### config.mk
export PLATFORM = sky130hd
export DESIGN_NAME = hazard_ctrl
export DESIGN_NICKNAME = d
export VERILOG_FILES = /design/src/rtl/hazard_ctrl.sv
export SDC_FILE = /design/constraint.sdc
export NUM_CORES = 1
export LEC_CHECK = 0
export BUFFER_PORTS_ARGS = -buffer_cell sky130_fd_sc_hd__buf_2
export CAP_MARGIN = 15
export CORE_MARGIN = 10
export CORE_UTILIZATION = 30
export CTS_BUF_LIST = sky130_fd_sc_hd__clkbuf_4 sky130_fd_sc_hd__clkbuf_8 sky130_fd_sc_hd__clkbuf_16
export DETAILED_ROUTE_END_ITERATION = 8
export SYNTH_ARGS = -nofsm -noshare
export SYNTH_HDL_FRONTEND = slang
export SYNTH_SLANG_ARGS = --single-unit
### constraint.sdc
create_clock -name clk_i -period 3 [get_ports clk_i]
set_input_delay 0.45 -clock clk_i [delete_from_list [all_inputs] [get_ports clk_i]]
set_output_delay 0.45 -clock clk_i [all_outputs]
set_load 0.005 [all_outputs]
### src/rtl/hazard_ctrl.sv
// hazard_ctrl: stall/flush/forwarding control, memory-wait FSM, watchdog and event counters for a 5-stage RV32I core
// Ports:
//   clk_i, rst_i                  clock, synchronous active-high reset
//   rd_addr1/2_d_i                rs1/rs2 of the instruction in D
//   rd_addr1/2_e_o                rs1/rs2 of the instruction in E (inputs)
//   wr_addr_e/m/w_i               rd of the instructions in E, M, W
//   result_src_e_i                E holds a load
//   reg_wr_en_m_i/w_i             M/W write the register file
//   pc_src_e_i                    taken branch/jump resolved in E
//   mem_busy_i                    data memory not ready
//   cnt_clr_i                     synchronous clear of both counters
//   stall_f/d/e_o, flush_d/e_o    pipeline register controls
//   forward_a/b_e_o               ALU operand selects: 00 reg file, 01 W, 10 M
//   state_o                       00 RUN, 01 MEM_WAIT, 10 LOAD_STALL
//   stall_cnt_o, flush_cnt_o      saturating event counters (registered)
//   mem_timeout_o                 sticky watchdog error
module hazard_ctrl #(
  parameter int CNT_WIDTH   = 32,
  parameter int MEM_TIMEOUT = 64
) (
  input  logic                 clk_i,
  input  logic                 rst_i,
  input  logic [4:0]           rd_addr1_d_i,
  input  logic [4:0]           rd_addr2_d_i,
  input  logic [4:0]           rd_addr1_e_o,
  input  logic [4:0]           rd_addr2_e_o,
  input  logic [4:0]           wr_addr_e_i,
  input  logic [4:0]           wr_addr_m_i,
  input  logic [4:0]           wr_addr_w_i,
  input  logic                 result_src_e_i,
  input  logic                 reg_wr_en_m_i,
  input  logic                 reg_wr_en_w_i,
  input  logic                 pc_src_e_i,
  input  logic                 mem_busy_i,
  input  logic                 cnt_clr_i,
  output logic                 stall_f_o,
  output logic                 stall_d_o,
  output logic                 stall_e_o,
  output logic                 flush_d_o,
  output logic                 flush_e_o,
  output logic [1:0]           forward_a_e_o,
  output logic [1:0]           forward_b_e_o,
  output logic [1:0]           state_o,
  output logic [CNT_WIDTH-1:0] stall_cnt_o,
  output logic [CNT_WIDTH-1:0] flush_cnt_o,
  output logic                 mem_timeout_o
);
  typedef enum logic [1:0] {
    ST_RUN        = 2'b00,
    ST_MEM_WAIT   = 2'b01,
    ST_LOAD_STALL = 2'b10
  } state_t;
  localparam int BW = $clog2(MEM_TIMEOUT);
  localparam logic [BW-1:0] RUN_MAX = BW'(MEM_TIMEOUT - 1);
  state_t                 r_state;
  state_t                 w_state_nxt;
  logic [CNT_WIDTH-1:0]   r_stall_cnt;
  logic [CNT_WIDTH-1:0]   r_flush_cnt;
  logic [BW-1:0]          r_busy_run;
  logic                   r_mem_timeout;
  logic                   w_lu;
  logic                   w_fwd_m_a;
  logic                   w_fwd_w_a;
  logic                   w_fwd_m_b;
  logic                   w_fwd_w_b;
  assign w_fwd_m_a = reg_wr_en_m_i && wr_addr_m_i != 5'd0 && wr_addr_m_i == rd_addr1_e_o;
  assign w_fwd_w_a = reg_wr_en_w_i && wr_addr_w_i != 5'd0 && wr_addr_w_i == rd_addr1_e_o;
  assign w_fwd_m_b = reg_wr_en_m_i && wr_addr_m_i != 5'd0 && wr_addr_m_i == rd_addr2_e_o;
  assign w_fwd_w_b = reg_wr_en_w_i && wr_addr_w_i != 5'd0 && wr_addr_w_i == rd_addr2_e_o;
  assign forward_a_e_o = w_fwd_m_a ? 2'b10 : w_fwd_w_a ? 2'b01 : 2'b00;
  assign forward_b_e_o = w_fwd_m_b ? 2'b10 : w_fwd_w_b ? 2'b01 : 2'b00;
  assign w_lu = result_src_e_i && wr_addr_e_i != 5'd0 &&
                (wr_addr_e_i == rd_addr1_d_i || wr_addr_e_i == rd_addr2_d_i);
  // A busy memory holds everything, deferring any taken branch; a taken branch squashes a load-use stall.
  always_comb begin
    stall_f_o   = mem_busy_i || (!pc_src_e_i && w_lu);
    stall_d_o   = mem_busy_i || (!pc_src_e_i && w_lu);
    stall_e_o   = mem_busy_i;
    flush_d_o   = !mem_busy_i && pc_src_e_i;
    flush_e_o   = !mem_busy_i && (pc_src_e_i || w_lu);
    w_state_nxt = mem_busy_i ? ST_MEM_WAIT : (w_lu && !pc_src_e_i) ? ST_LOAD_STALL : ST_RUN;
  end
  always_ff @(posedge clk_i) begin
    if (rst_i) r_state <= ST_RUN;
    else r_state <= w_state_nxt;
  end
  always_ff @(posedge clk_i) begin
    if (rst_i) begin
      r_stall_cnt   <= '0;
      r_flush_cnt   <= '0;
      r_busy_run    <= '0;
      r_mem_timeout <= 1'b0;
    end else begin
      r_stall_cnt   <= cnt_clr_i ? '0 : r_stall_cnt + CNT_WIDTH'(stall_f_o && !(&r_stall_cnt));
      r_flush_cnt   <= cnt_clr_i ? '0 : r_flush_cnt + CNT_WIDTH'(flush_e_o && !(&r_flush_cnt));
      r_busy_run    <= !mem_busy_i ? '0 : (r_busy_run == RUN_MAX) ? r_busy_run : r_busy_run + BW'(1);
      r_mem_timeout <= r_mem_timeout || (mem_busy_i && r_busy_run == RUN_MAX);
    end
  end
  // After the inserted bubble E cannot hold a load matching D, so LOAD_STALL must never repeat.
  a_no_double_load_stall: assert property (@(posedge clk_i) disable iff (rst_i)
    !(r_state == ST_LOAD_STALL && w_state_nxt == ST_LOAD_STALL));
  assign state_o       = r_state;
  assign stall_cnt_o   = r_stall_cnt;
  assign flush_cnt_o   = r_flush_cnt;
  assign mem_timeout_o = r_mem_timeout;
endmodule
# Word level (Yosys, flattened, before mapping)
# Cells that the tools add are included.
[word_totals]
regBits = 73
in_bits = 43
[classes]
add_sub_neg = 3
n_eq_ne = 7
n_mux = 6
n_bitwise = 1
reduce_logical = 30
[op_table]
columns = ["op", "n"]
rows = [
  ["adder 32 x 1 -> 32 bit", 2],
  ["AND reduction 32 bit", 2],
  ["equality test 5 bit", 6],
  ["nonzero test 5 bit", 3],
  ["logical AND 1 bit", 14],
  ["adder 6 x 1 -> 6 bit (second input constant)", 1],
  ["equality test 6 bit (second input constant)", 1],
  ["two-way mux 2 bit", 3],
  ["OR reduction 2 bit", 3],
  ["zero test 1 bit", 4],
  ["logical OR 1 bit", 4],
  ["two-way mux 1 bit", 3],
  ["inverter 1 bit", 1],
]

# Depth between registers and ports, before layout
[depth]
depth_word = 7
mapped_depth = 12

# Worst setup path after synthesis
# Ideal clock, no wire load.
[synth_path]
path_type = "input port to flip-flop"
startpoint = "input port wr_addr_e_i[4]"
endpoint = "register r_flush_cnt[28], in the netlist flush_cnt_o[28]"
setup_ns = 0.128
arrival_time_ns = 2.632
t_required_ns = 2.872
path_slack_ns = 0.240
stages = 12
path_buffers = 0
cell_sequence = "xnor2_1 nand3_1 o22ai_1 a21oi_1 a311oi_1 ha_1 ha_1 nand4_1 nor4_1 nand4_1 xor2_1 nor2_1"
[synth_via]
elab_chain_cells = 7
word_cells_on_any_way = 10
classes_between = "1 x add/sub; 2 x eq/ne; 7 x reduce/logical"
[synth_rtl]
columns = ["item", "line_no", "source"]
rows = [
  ["from (decl)", "27", "input logic [4:0] wr_addr_e_i,"],
  ["equality test 5 bit / nonzero test 5 bit (equally long branches)", "73, 72", ""],
  ["logical OR 1 bit / logical AND 1 bit (equally long branches)", "73, 72", ""],
  ["logical AND 1 bit *", "72", "assign w_lu = result_src_e_i && wr_addr_e_i != 5'd0 &&"],
  ["logical OR 1 bit *", "80", "flush_e_o = !mem_busy_i && (pc_src_e_i || w_lu);"],
  ["logical AND 1 bit *", "80", ""],
  ["logical AND 1 bit *", "95", "r_flush_cnt <= cnt_clr_i ? '0 : r_flush_cnt + CNT_WIDTH'(flush_e_o && !(&r_flush_cnt));"],
  ["adder 32 x 1 -> 32 bit *", "95", ""],
  ["to (signal assigned)", "95", ""],
  ["to (decl)", "58", "logic [CNT_WIDTH-1:0] r_flush_cnt;"],
]
# Mark *: on every way between the ends. The rest lies on a longest branch, timed or not.
# A chain may end at the register's enable or synchronous reset.

# Final worst setup path
[layout_path]
startpoint = "input port wr_addr_e_i[1]"
endpoint = "register r_flush_cnt[13], in the netlist flush_cnt_o[13]"
# The elaborated chain is that of the path after synthesis.

==> summary.txt <==
Min path
  – Tightest Hold Check Type: in -> reg
  – Hold wc startpoint: rst_i
  – Hold EP: mem_timeout_o
  – Hold Path Stages: 2

Power
  – Power per cell area: 448 nW/µm²
  – Worst vdd ir: 0.303 mV
  – Static leakage: 2.01 nW

Yosys
  – Largest cells by area after synthesis: dfxtp_1 40%, xor2_1 10%, xnor2_1 7.8%
  – Ys Warns: 0
  – Largest area contributor in the netlist: dfxtp_1
  – Ys flop type: dfxtp_1
  – Synth async-reset ratio: 0
  – Post-synthesis instance total: 433
  – Post-synth top cells: 73 x dfxtp_1, 63 x nor2_1, 42 x xor2_1
  – Number of synthesized flops with an enable pin: 0
  – Mapped cell area: 3680 µm²
  – Syn avg cell area: 8.50 µm²
  – Synth unique cells: 41
  – Share of the synthesized area in the top cell type: 0.397
  – Top-count cell post-synth: dfxtp_1
  – Synth Register Bits: 73
  – Register area share after synthesis: 0.397
  – Syn nets: 481

CTS
  – Htree depth: 3
  – CTS Root Cell: clkbuf_16
  – Post-CTS setup buffers: 0
  – CTS tree: built
  – Clk buf depth: 2
  – Skew-Pair Late Insertion Delay: 0.33 ns
  – Total CTS buffers: 9
  – Sink Count: 73
  – Clock transition at path regs: 0.06 ns

Finish
  – NumNets Final: 617
  – P&R area growth vs syn: 31.7%
  – N_diodes: 0
  – Layout cells sized above 1: 0.291

STA
  – Final setup vio count: 0
  – Final worst-path setup slack: 0.243 ns
  – Fin. max-slew vios: 0
  – FMAX: 363 MHz
  – Final Skew: 0.00384 ns
  – Fin crit share: 0.919
  – Final Hold Viols: 0
  – Slew @ Worst Pin: 0.653 ns
  – Worst hold slack: 0.369 ns
  – RSZ-0062 raised after global routing: false
  – Min Tclk post-route: 2.76 ns
  – Slew HR: 0.563

GRT
  – Grt total ovfl: 0
  – Pin count of the biggest net entering global routing: 33
  – Initial antenna violation count: 0
  – Vias in the first global route: 3,477
  – Tot GR Track Use: 0.125
  – First-pass GRT wire length: 17,300 µm

Setup path
  – CP max stage delay: 0.52 ns
  – Crit end category: flop
  – Flop-to-flop setup slack: 0.28 ns
  – Crit path max-delay cell type: or4_4
  – Crit path kind: in -> reg
  – Max Fanout on Critical Path: 5
  – Data required time of the critical path: 3.26 ns
  – Reg2reg end: flush_cnt_o[13]
  – Worst R2R Path Depth: 11
  – Startpoint Class: input pin
  – Most used cell, CP: a21oi_1
  – Critical path, cell by cell: buf_2, xnor2_1, nand3_1, o22ai_1, a21oi_1, a311oi_1, ha_1, buf_4, nand4_1, or4_4, or3_1, a21oi_1
  – Crit path DAT: 3.02 ns
  – R2R Path Start: flush_cnt_o[27]

Detailed routing
  – Routed vias: 3,479
  – 1st-pass router iterations: 4
  – Residual DRC: 0
  – Number of vias per cell: 4.83
  – Antenna Nets Post-Route: 0
  – Final wirelength: 10,600 µm
  – DR WL/cell: 14.6 µm
  – Drt first-iter violations: 161

Status
  – Status: finished clean

Placement
  – Placer Congestion: 0.795
  – Detailed Place HPWL: 8390 µm
  – PortBufs: 118
  – Post-Place Setup Slack: -0.231 ns

Floorplanning
  – Top-level I/O count: 119
  – DIE AREA: 17,100 µm²
  – Initial core utilization: 0.307
  – Die Width: 131 µm
  – Die height: 131 µm
  – Standard-cell rows: 40
  – Core area: 12,000 µm²

Job
  – Max-cap violations: 0
==> how the worst max path moves through the flow <==
stage | startpoint | to | slack [ns] | cells after the start
after floorplan | wr_addr_e_i[4] | flush_cnt_o[28] | 0.24 | 12
after global placement | wr_addr_e_i[1] | flush_cnt_o[28] | -0.10 | 13
after detailed placement | wr_addr_e_i[1] | flush_cnt_o[28] | -0.23 | 13
after CTS | wr_addr_e_i[1] | flush_cnt_o[28] | 0.11 | 13
after global routing | wr_addr_e_i[1] | flush_cnt_o[28] | 0.02 | 13
final | wr_addr_e_i[1] | flush_cnt_o[13] | 0.24 | 12
==> per-layer routing <==
metal	routed length, µm	global-route usage
met2	4900	0.198
met3	658	0.0314
met4	305	0.0628
met1	4690	0.153
met5	0	0
==> cells in the final DEF (no fill, tap or decap), types with 2 or more instances in the layout <==
| cell type | count |
|---|---|
| o211ai_1 | 3 |
| nor4_2 | 2 |
| buf_4 | 17 |
| clkbuf_16 | 9 |
| and3_1 | 5 |
| mux2i_1 | 2 |
| ha_1 | 5 |
| a31oi_1 | 2 |
| nand3_1 | 32 |
| or4_1 | 10 |
| dfxtp_2 | 2 |
| xnor2_1 | 33 |
| nand3_2 | 4 |
| nor3_1 | 8 |
| nor4_4 | 3 |
| o21ai_0 | 16 |
| inv_1 | 9 |
| nand4_1 | 16 |
| dfxtp_1 | 71 |
| clkinv_2 | 3 |
| nand2_1 | 36 |
| a21oi_1 | 14 |
| buf_2 | 118 |
| nor2_1 | 63 |
| or3_1 | 14 |
| xor2_1 | 42 |
| and2_1 | 7 |
| nor4_1 | 9 |
==> area by class of cell <==
type | instances | area [µm²]
Multi-Input combinational cell | 341 | 2150
Tap cell | 147 | 184
Clock buffer | 9 | 225
Fill cell | 1269 | 7160
Clock inverter | 7 | 70.1
Timing Repair Buffer | 135 | 718
Inverter | 9 | 33.8
Sequential cell | 73 | 1460
==> per-stage QoR <==
stage	util	std cells	total power, mW	instance area (µm²)	setup TNS [ns]
final	0.404	721	2.17	4850	0
after global routing	0.404	721	2.25	4850	0
after CTS	0.402	721	2.21	4830	0
after detailed placement	0.377	705	1.13	4530	-1.79
after global placement	0.377	705	1.13	4530	-0.659
after floorplan	-	433	1.06	3680	0
==> critical path, delay by kind of cell <==
family / cells / cell delay [ns]
XOR/XNOR: 1 / 0.16
AO/OA/AOI/OAI: 4 / 0.81
AND/OR/NAND/NOR: 4 / 1.13
adder cells (fa/ha/maj): 1 / 0.23
buffers and inverters: 2 / 0.24
==> power by group <==
group          total [mW]  switching (mW)  internal [mW]
Sequential          0.976         0.00315          0.973
Clock                1.06           0.421          0.643
Combinational       0.131          0.0690         0.0616
==> cells by family (layout without fill, tap and decap cells) <==
| logic type | after synthesis | count (layout) | share of synthesized area |
|---|---|---|---|
| AND/OR/NAND/NOR | 219 | 219 | 0.318 |
| adder cells (fa/ha/maj) | 5 | 5 | 0.0170 |
| flip-flops | 73 | 73 | 0.397 |
| multiplexers | 2 | 2 | 0.00544 |
| buffers and inverters | 19 | 160 | 0.0234 |
| AO/OA/AOI/OAI | 40 | 40 | 0.0605 |
| XOR/XNOR | 75 | 75 | 0.178 |
==> flip-flops by register name, indices dropped and copies added, names as in the netlist <==
signal / cells
mem_timeout_o: 1
stall_cnt_o: 32
state_o: 2
flush_cnt_o: 32
r_busy_run: 6
==> what timing repair did <==
item                       in CTS  in global routing
setup endpoints to repair       0                 18
hold buffers                    0                  0
gates resized for setup         0                  5
hold endpoints to repair        0                  0
Power figures use the tool's default switching activity.
